`config.mk`:
```
export PLATFORM = sky130hd
export DESIGN_NAME = seg_scan_driver_flat
export DESIGN_NICKNAME = d
export VERILOG_FILES = /design/src/rtl/seg_disp_pkg.sv /design/src/rtl/seg_scan_if.sv /design/src/rtl/seg_pwm.sv /design/src/rtl/seg_scan_driver.sv /design/src/flat_wrapper.sv
export SDC_FILE = /design/constraint.sdc
export NUM_CORES = 1
export LEC_CHECK = 0
export BUFFER_PORTS_ARGS = -buffer_cell sky130_fd_sc_hd__clkbuf_2
export CAP_MARGIN = 30
export CORE_ASPECT_RATIO = 0.8
export CORE_MARGIN = 2
export CORE_UTILIZATION = 30
export DETAILED_ROUTE_END_ITERATION = 12
export SKIP_CTS_REPAIR_TIMING = 1
export SLEW_MARGIN = 10
export SYNTH_ARGS = -nofsm -noshare
export SYNTH_HDL_FRONTEND = slang
export SYNTH_SLANG_ARGS = --single-unit
```
`constraint.sdc`:
```
create_clock -name clk -period 3.2 [get_ports clk]
set_clock_uncertainty 0.05 [all_clocks]
set_input_delay 0.32 -clock clk [delete_from_list [all_inputs] [get_ports clk]]
set_output_delay 0.32 -clock clk [all_outputs]
set_load 0.01 [all_outputs]
```
`src/rtl/seg_disp_pkg.sv`:
```
// Shared display definitions: digit count, segment widths, blank codes,
// segment bit positions and the scan FSM state type.
package seg_disp_pkg;

  localparam int NUM_DIGITS = 6;
  localparam int SEG_W      = 7;

  localparam logic [SEG_W-1:0]      SEG_BLANK = 7'h7F;
  localparam logic [NUM_DIGITS-1:0] AN_OFF    = 6'h3F;

  // Segment bit positions on the active-low bus (a is the MSB).
  localparam int SEG_A = 6;
  localparam int SEG_B = 5;
  localparam int SEG_C = 4;
  localparam int SEG_D = 3;
  localparam int SEG_E = 2;
  localparam int SEG_F = 1;
  localparam int SEG_G = 0;

  typedef enum logic {
    BLANK = 1'b0,
    SHOW  = 1'b1
  } scan_state_t;

  // Active-low one-cold anode pattern selecting digit idx.
  function automatic logic [NUM_DIGITS-1:0] an_select(input logic [2:0] idx);
    an_select = ~(NUM_DIGITS'(1) << idx);
  endfunction

endpackage

```
`src/rtl/seg_scan_if.sv`:
```
// Bundle between the clock block and the scan driver: six segment codes in,
// multiplexed display bus out. bright exists only with SEG_SCAN_PWM_EN.
interface seg_scan_if;
  import seg_disp_pkg::*;

  logic [SEG_W-1:0]      seg_in0;
  logic [SEG_W-1:0]      seg_in1;
  logic [SEG_W-1:0]      seg_in2;
  logic [SEG_W-1:0]      seg_in3;
  logic [SEG_W-1:0]      seg_in4;
  logic [SEG_W-1:0]      seg_in5;
`ifdef SEG_SCAN_PWM_EN
  logic [3:0]            bright;
`endif
  logic [SEG_W-1:0]      seg_out;
  logic [NUM_DIGITS-1:0] an_n;
  logic                  frame_pulse;

`ifdef SEG_SCAN_PWM_EN
  modport master (output seg_in0, seg_in1, seg_in2, seg_in3, seg_in4, seg_in5, bright,
                  input  seg_out, an_n, frame_pulse);
  modport slave  (input  seg_in0, seg_in1, seg_in2, seg_in3, seg_in4, seg_in5, bright,
                  output seg_out, an_n, frame_pulse);
`else
  modport master (output seg_in0, seg_in1, seg_in2, seg_in3, seg_in4, seg_in5,
                  input  seg_out, an_n, frame_pulse);
  modport slave  (input  seg_in0, seg_in1, seg_in2, seg_in3, seg_in4, seg_in5,
                  output seg_out, an_n, frame_pulse);
`endif

endinterface

```
`src/rtl/seg_pwm.sv`:
```
// Brightness PWM: free-running 4-bit counter, gate_on while counter <= bright.
// Only built with SEG_SCAN_PWM_EN.
`ifdef SEG_SCAN_PWM_EN
module seg_pwm (
  input  logic       clk,
  input  logic       reset,
  input  logic [3:0] bright,
  output logic       gate_on
);

  logic [3:0] pwm_cnt;

  always_ff @(posedge clk) begin
    if (!reset) pwm_cnt <= 4'd0;
    else        pwm_cnt <= pwm_cnt + 4'd1;
  end

  assign gate_on = (pwm_cnt <= bright);

endmodule
`endif

```
`src/rtl/seg_scan_driver.sv`:
```
// Multiplexed 6-digit common-anode scan driver with per-frame input snapshot
// and inter-digit blanking. Optional brightness PWM under SEG_SCAN_PWM_EN.
module seg_scan_driver
  import seg_disp_pkg::*;
#(
  parameter int DWELL_CYCLES = 8333,
  parameter int BLANK_CYCLES = 64
) (
  input  logic     clk,
  input  logic     reset,
  seg_scan_if.slave bus
);

  localparam int MAX_CYC = (DWELL_CYCLES > BLANK_CYCLES) ? DWELL_CYCLES : BLANK_CYCLES;
  localparam int CNT_W   = (MAX_CYC > 1) ? $clog2(MAX_CYC) : 1;
  localparam logic [CNT_W-1:0] BLANK_LAST = CNT_W'(BLANK_CYCLES - 1);
  localparam logic [CNT_W-1:0] DWELL_LAST = CNT_W'(DWELL_CYCLES - 1);
  localparam logic [2:0]       IDX_LAST   = 3'(NUM_DIGITS - 1);

  scan_state_t           state, state_nxt;
  logic [CNT_W-1:0]      cnt, cnt_nxt;
  logic [2:0]            idx, idx_nxt;
  logic                  load_shadow;
  logic [SEG_W-1:0]      shadow    [NUM_DIGITS];
  logic [SEG_W-1:0]      seg_in_arr[NUM_DIGITS];
  logic [SEG_W-1:0]      seg_q, seg_nxt;
  logic [NUM_DIGITS-1:0] an_q, an_nxt;
  logic                  pulse_q, pulse_nxt;
  logic                  gate_on;

  assign seg_in_arr[0] = bus.seg_in0;
  assign seg_in_arr[1] = bus.seg_in1;
  assign seg_in_arr[2] = bus.seg_in2;
  assign seg_in_arr[3] = bus.seg_in3;
  assign seg_in_arr[4] = bus.seg_in4;
  assign seg_in_arr[5] = bus.seg_in5;

`ifdef SEG_SCAN_PWM_EN
  seg_pwm u_pwm (
    .clk     (clk),
    .reset   (reset),
    .bright  (bus.bright),
    .gate_on (gate_on)
  );
`else
  assign gate_on = 1'b1;
`endif

  // NOTE: every variable gets a default before the case so no latch is inferred.
  always_comb begin
    state_nxt   = state;
    cnt_nxt     = cnt + 1'b1;
    idx_nxt     = idx;
    load_shadow = 1'b0;
    unique case (state)
      BLANK: begin
        if (cnt == BLANK_LAST) begin
          state_nxt   = SHOW;
          cnt_nxt     = '0;
          load_shadow = (idx == 3'd0);
        end
      end
      SHOW: begin
        if (cnt == DWELL_LAST) begin
          state_nxt = BLANK;
          cnt_nxt   = '0;
          idx_nxt   = (idx == IDX_LAST) ? 3'd0 : idx + 3'd1;
        end
      end
      default: state_nxt = BLANK;
    endcase
  end

  // Display outputs follow the scan state one cycle later so all pins are registered.
  always_comb begin
    an_nxt    = AN_OFF;
    seg_nxt   = SEG_BLANK;
    pulse_nxt = 1'b0;
    if (state == SHOW) begin
      seg_nxt   = shadow[idx];
      pulse_nxt = (idx == 3'd0) && (cnt == '0);
      if (gate_on) an_nxt = an_select(idx);
    end
  end

  // NOTE: sequential state uses non-blocking assignments so every register
  // samples pre-edge values regardless of statement order.
  always_ff @(posedge clk) begin
    if (!reset) begin
      state   <= BLANK;
      cnt     <= '0;
      idx     <= 3'd0;
      an_q    <= AN_OFF;
      seg_q   <= SEG_BLANK;
      pulse_q <= 1'b0;
    end else begin
      state   <= state_nxt;
      cnt     <= cnt_nxt;
      idx     <= idx_nxt;
      an_q    <= an_nxt;
      seg_q   <= seg_nxt;
      pulse_q <= pulse_nxt;
    end
  end

  // NOTE: the shadow bank is reset explicitly so a blank code is defined before
  // the first snapshot; it is small enough to live in flops.
  always_ff @(posedge clk) begin
    if (!reset) begin
      for (int i = 0; i < NUM_DIGITS; i++) shadow[i] <= SEG_BLANK;
    end else if (load_shadow) begin
      for (int i = 0; i < NUM_DIGITS; i++) shadow[i] <= seg_in_arr[i];
    end
  end

  assign bus.an_n        = an_q;
  assign bus.seg_out     = seg_q;
  assign bus.frame_pulse = pulse_q;

endmodule

```
`src/flat_wrapper.sv`:
```
// flat-port wrapper written by rule: the top's interface ports become plain ports
module seg_scan_driver_flat import seg_disp_pkg::*;
#(
  parameter int DWELL_CYCLES = 8333,
  parameter int BLANK_CYCLES = 64
)
  (clk, reset, bus_seg_in0, bus_seg_in1, bus_seg_in2, bus_seg_in3, bus_seg_in4, bus_seg_in5, bus_seg_out, bus_an_n, bus_frame_pulse);
  seg_scan_if bus_i ();
  input  logic clk;
  input  logic reset;
  input wire logic [$bits(bus_i.seg_in0)-1:0] bus_seg_in0;
  input wire logic [$bits(bus_i.seg_in1)-1:0] bus_seg_in1;
  input wire logic [$bits(bus_i.seg_in2)-1:0] bus_seg_in2;
  input wire logic [$bits(bus_i.seg_in3)-1:0] bus_seg_in3;
  input wire logic [$bits(bus_i.seg_in4)-1:0] bus_seg_in4;
  input wire logic [$bits(bus_i.seg_in5)-1:0] bus_seg_in5;
  output wire logic [$bits(bus_i.seg_out)-1:0] bus_seg_out;
  output wire logic [$bits(bus_i.an_n)-1:0] bus_an_n;
  output wire logic [$bits(bus_i.frame_pulse)-1:0] bus_frame_pulse;
  assign bus_i.seg_in0 = bus_seg_in0;
  assign bus_i.seg_in1 = bus_seg_in1;
  assign bus_i.seg_in2 = bus_seg_in2;
  assign bus_i.seg_in3 = bus_seg_in3;
  assign bus_i.seg_in4 = bus_seg_in4;
  assign bus_i.seg_in5 = bus_seg_in5;
  assign bus_seg_out = bus_i.seg_out;
  assign bus_an_n = bus_i.an_n;
  assign bus_frame_pulse = bus_i.frame_pulse;
  seg_scan_driver #(.DWELL_CYCLES(DWELL_CYCLES), .BLANK_CYCLES(BLANK_CYCLES)) u_core (.clk(clk), .reset(reset), .bus(bus_i));
endmodule
```
Yosys cells after proc, flatten, opt, wreduce, memory -nomap -nowiden
Memories as Yosys holds them, arrays and structs flattened. A register that Yosys moved wholly into a read port is not among the register bits.
Cells that the tools add are included.
Widths: inputs -> output; s select.
- flip-flop bits (word level): 25
- RAM bits: 42
- input port bits: 44
- output and inout port bits: 14
- logic and storage cells: 45
- memories: 1
- add/sub/neg operators: 2
- eq/ne operators: 3
- shift operators: 1
- multiplexer cells: 19
- bitwise logic cells: 8
- reductions and logical operators: 6
- memory list (memory ; depth ; bits a word ; read ports ; clocked after memory_dff ; wr ports ; RTL line ; RTL):
    u_core.shadow ; 6 ; 7 ; 1 ; 1 ; 6 ; seg_scan_driver.sv:24 ; logic [SEG_W-1:0] shadow [NUM_DIGITS];
- operator list (kind ; count):
    $mux 7 ; 6
    $mux 14 ; 2
    $pmux 14 s2 ; 1
    $add 14x1->14 const B ; 1
    $eq 14x14->1 const B ; 1
    $eq 14x6->1 const B ; 1
    $logic_not 14->1 ; 1
    $mux 1 ; 8
    $not 6->6 ; 1
    $or 1x1->1 ; 6
    $shl 1x3->6 const A ; 1
    $reduce_and 2->1 ; 2
    $add 3x1->3 const B ; 1
    $eq 3x3->1 const B ; 1
    $logic_not 3->1 ; 1
    $mux 3 ; 1
    $pmux 1 s2 ; 1
    $logic_and 1x1->1 ; 1
    $logic_not 1->1 ; 1
    $not 1->1 ; 1

Logic depth before layout (Yosys ltp)
- word-level depth: 7
- gate-level depth with buffers: 7
- gate-level depth less buffers: 6

Worst setup path before layout
No wires, ideal clock.
- path type: register to register
- from: register u_core.cnt[11]
- to: memory u_core.shadow[0][0], enable pin
- arrival: 1.927 ns
- data required time: 2.750 ns
- path slack: 0.823 ns
- cell stages (with the launch flop): 5
- path through: dfxtp_1 > nor4_4 > and4_4 > nand3b_1 > nand2_1
- RTL lines (item ; RTL line ; RTL):
    start, declared ; seg_scan_driver.sv:21 ; logic [CNT_W-1:0] cnt, cnt_nxt;
    start signal, assigned ; seg_scan_driver.sv:98 ; cnt <= cnt_nxt;
    end, declared ; seg_scan_driver.sv:24 ;

==> results.md <==
* Pin count of the biggest net entering global routing at 43
* Switch share at 0.203
* CTS sink cnt at 74
* Layout cells sized above 1 at 0.288
* Port Buf Inserts at 57
* Final setup vio count at 0
* Leakage power at 1.25 nW
* Final setup margin at 0.959 ns
* Initial Util at 0.311
* Clk pwr share at 0.455
* Pwr per Cell Area at 503 mW/mm^2
* Core area at 0.0104 mm^2
* Mapped Cells at 251
* Logic gate share of total power at 0.029
* Internal Power at 1.56 mW
* Slew margin rel. at 0.584
* Initial antenna violation count at 0
* Clock edge transition at the registers on the reported setup and hold paths at 0.06 ns
* DRC errors left at 0
* Drt total wl at 6200 um
* Seq. cell area at 0.00190 mm^2
* H-tree depth at 3
* Tot GR Track Use at 0.114
* Nets@finish at 355
* HPWL Detailed at 4360 um
* CTS Buffer Depth at 2
* Peak fanout along the critical path at 21
* Max VDD drop at 244 uV
* Synth Register Bits at 74
* Outcome: complete, no violations
* Setup_tns at 0 ns
* WL/cell at 13.7 um
* First-pass DRT Iterations at 4
* Ys Warns at 0
* Clk Latency, worst-skew pair at 0.33 ns
* Post-Place Setup Slack at 0.967 ns
* FILL cells at 1,009
* Area grow syn2layout at 20.3%
* Sw Pwr at 398 uW
* Setup CP Type: flip-flop to flip-flop
* Syn Nets at 298
* Area of the multi-input gates at 0.00121 mm^2
* Vias at 2,033
* Root Buffer: clkbuf_16
* Via/cell ratio at 4.49
* Layout Utilization at 0.375
* GR Overflow Total at 0
* Flop pwr share at 0.516
* Die X at 120 um
* Unrepaired setup endpoints after global routing: no
* Post-Syn Area at 0.00323 mm^2
* Final hold vios at 0
* # Max-Cap Violations at 0
* Die area at 0.0116 mm^2
* Slew @ Worst Pin at 0.624 ns
* Post-route ant nets at 0
* Worst Hold Class: input pin to flip-flop
* # IOs at 58
* CTS tree: done
* CP startpoint kind: flip-flop
* Die Y at 96.8 um
* CTS buffer count at 9
* Highest Clock Rate at 446 MHz
* Routability cong. at 0.794
* Initial DRC count at 113
* Design Power at 1.96 mW
* Min Tclk post-route at 2.24 ns
* CP arrival at 2.22 ns
* Row count at 33
* Syn_area_per_cell at 12.9 um^2
* Global-route wire length before repair at 10,100 um
* Vias in the first global route at 2,002
* Crit. End Element: flip-flop
* Post-synthesis sequential area ratio at 0.589
* Max-slew violation total from the final report at 0
* Period utilization at 0.700
* ANT cells at 0
* Req. time, crit path at 3.18 ns
* Yosys cell types at 39
layer usage:
layer	GRT usage	share of wire
met2	0.156	0.41
met5	0	0
met3	0.0295	0.053
met1	0.163	0.52
met4	0.0624	0.022
cell families (layout without fill, tap and decap cells):
family / Yosys count / in the layout / synth area share
adders and majority gates: 3 / 3 / 0.0116
buffers and inverters: 19 / 81 / 0.0360
muxes: 15 / 15 / 0.0736
DFF: 74 / 74 / 0.589
and+or+nand+nor: 115 / 115 / 0.228
xor gates and xnor gates: 13 / 13 / 0.0353
AOI/OAI and AO/OA: 12 / 12 / 0.0264
critical path: stages, from the launching register on:
cell	delay (ns)
dfxtp_1	0.45
and4_1	0.42
and2_4	0.23
nand3b_1	0.09
nand2_2	0.39
buf_4	0.31
per-stage QoR:
step | instances | instance area, um^2 | hold WS [ns]
floorplan | 251 | 3230 | 0.368
global placement | 437 | 3620 | 0.416
detailed placement | 437 | 3620 | 0.415
CTS | 453 | 3880 | 0.186
global route | 453 | 3880 | 0.194
finish | 453 | 3880 | 0.193
area by class of cell:
| type | count | share of cell area |
|---|---|---|
| timing repair buffer | 61 | 0.0812 |
| tap | 140 | 0.0451 |
| clock buffer | 12 | 0.0609 |
| sequential | 74 | 0.490 |
| clock inverter | 4 | 0.00741 |
| multi-input combinational | 158 | 0.312 |
| inverter | 4 | 0.00386 |
sequential cells by signal, indices dropped and copies added, names as in the netlist:
signal / count
u_core.bus.an_n: 6
u_core.bus.frame_pulse: 1
u_core.bus.seg_out: 7
u_core.cnt: 14
u_core.idx: 3
u_core.shadow: 42
u_core.state: 1
synth_stat cells:
| master | n | area share |
|---|---|---|
| and2_2 | 1 | 0.0023 |
| buf_2 | 3 | 0.0046 |
| ha_1 | 3 | 0.012 |
| nand3b_1 | 1 | 0.0023 |
| a31oi_1 | 1 | 0.0019 |
| and4_4 | 1 | 0.0035 |
| and4_1 | 3 | 0.0081 |
| nor2b_1 | 2 | 0.0039 |
| nor4bb_1 | 1 | 0.0031 |
| and2_1 | 5 | 0.0097 |
| buf_4 | 1 | 0.0023 |
| clkbuf_1 | 6 | 0.0070 |
| dfxtp_1 | 32 | 0.20 |
| and3_1 | 1 | 0.0019 |
| xnor2_1 | 3 | 0.0081 |
| inv_1 | 4 | 0.0046 |
| and2_4 | 1 | 0.0027 |
| nor3b_1 | 14 | 0.033 |
| o21ai_0 | 1 | 0.0015 |
| a21oi_1 | 1 | 0.0015 |
| nor2_1 | 3 | 0.0035 |
| xor2_1 | 10 | 0.027 |
| nor4_4 | 1 | 0.0066 |
| nand3_1 | 8 | 0.012 |
| or2_1 | 40 | 0.078 |
| or2_2 | 2 | 0.0039 |
| and3b_1 | 1 | 0.0027 |
| nand2_1 | 16 | 0.019 |
| buf_6 | 5 | 0.017 |
| o211ai_1 | 8 | 0.019 |
| mux2i_1 | 8 | 0.025 |
| and3_2 | 2 | 0.0046 |
| mux4_2 | 7 | 0.049 |
| nand4b_4 | 1 | 0.0074 |
| or4_1 | 1 | 0.0023 |
| edfxtp_1 | 42 | 0.39 |
| nand4_1 | 7 | 0.014 |
| nor3_1 | 3 | 0.0046 |
| o2bb2ai_1 | 1 | 0.0027 |
power groups by stage:
stage | clock network, mW | logic [mW] | registers, mW
after detailed placement | 0 | 0.0582 | 1.03
final | 0.890 | 0.0573 | 1.01
after global routing | 0.951 | 0.0641 | 1.01
after floorplan | 0 | 0.0219 | 1.03
after CTS | 0.910 | 0.0586 | 1.01
after global placement | 0 | 0.0578 | 1.03
cell usage in the layout (no fill, tap or decap), types with 2 or more instances in the layout:
cell type and instances:
and2_1 5, xor2_1 10, nand3_1 8, mux2i_1 8
xnor2_1 3, and3_2 2, or2_2 2, o211ai_1 8
nor3_1 3, nand2_1 15, nor2_1 3, clkbuf_2 57
mux4_2 7, edfxtp_1 42, inv_1 4, clkinv_4 2
ha_1 3, clkbuf_16 9, or2_1 40, clkbuf_1 3
and4_1 3, nor3b_1 14, buf_4 4, dfxtp_1 32
nor2b_1 2, nand4_1 7
final timing paths:
check,from,to,slack [ns],cells after the start
setup reg to reg,u_core.cnt[2],u_core.shadow[5][0],0.96,5
hold reg to reg,u_core.cnt[0],u_core.cnt[0],0.43,1
setup / recovery,u_core.cnt[2],u_core.shadow[5][0],0.96,5
hold / removal,bus_seg_in1[2],u_core.shadow[1][2],0.19,2
No activity file was read; power rests on OpenSTA's default activity.
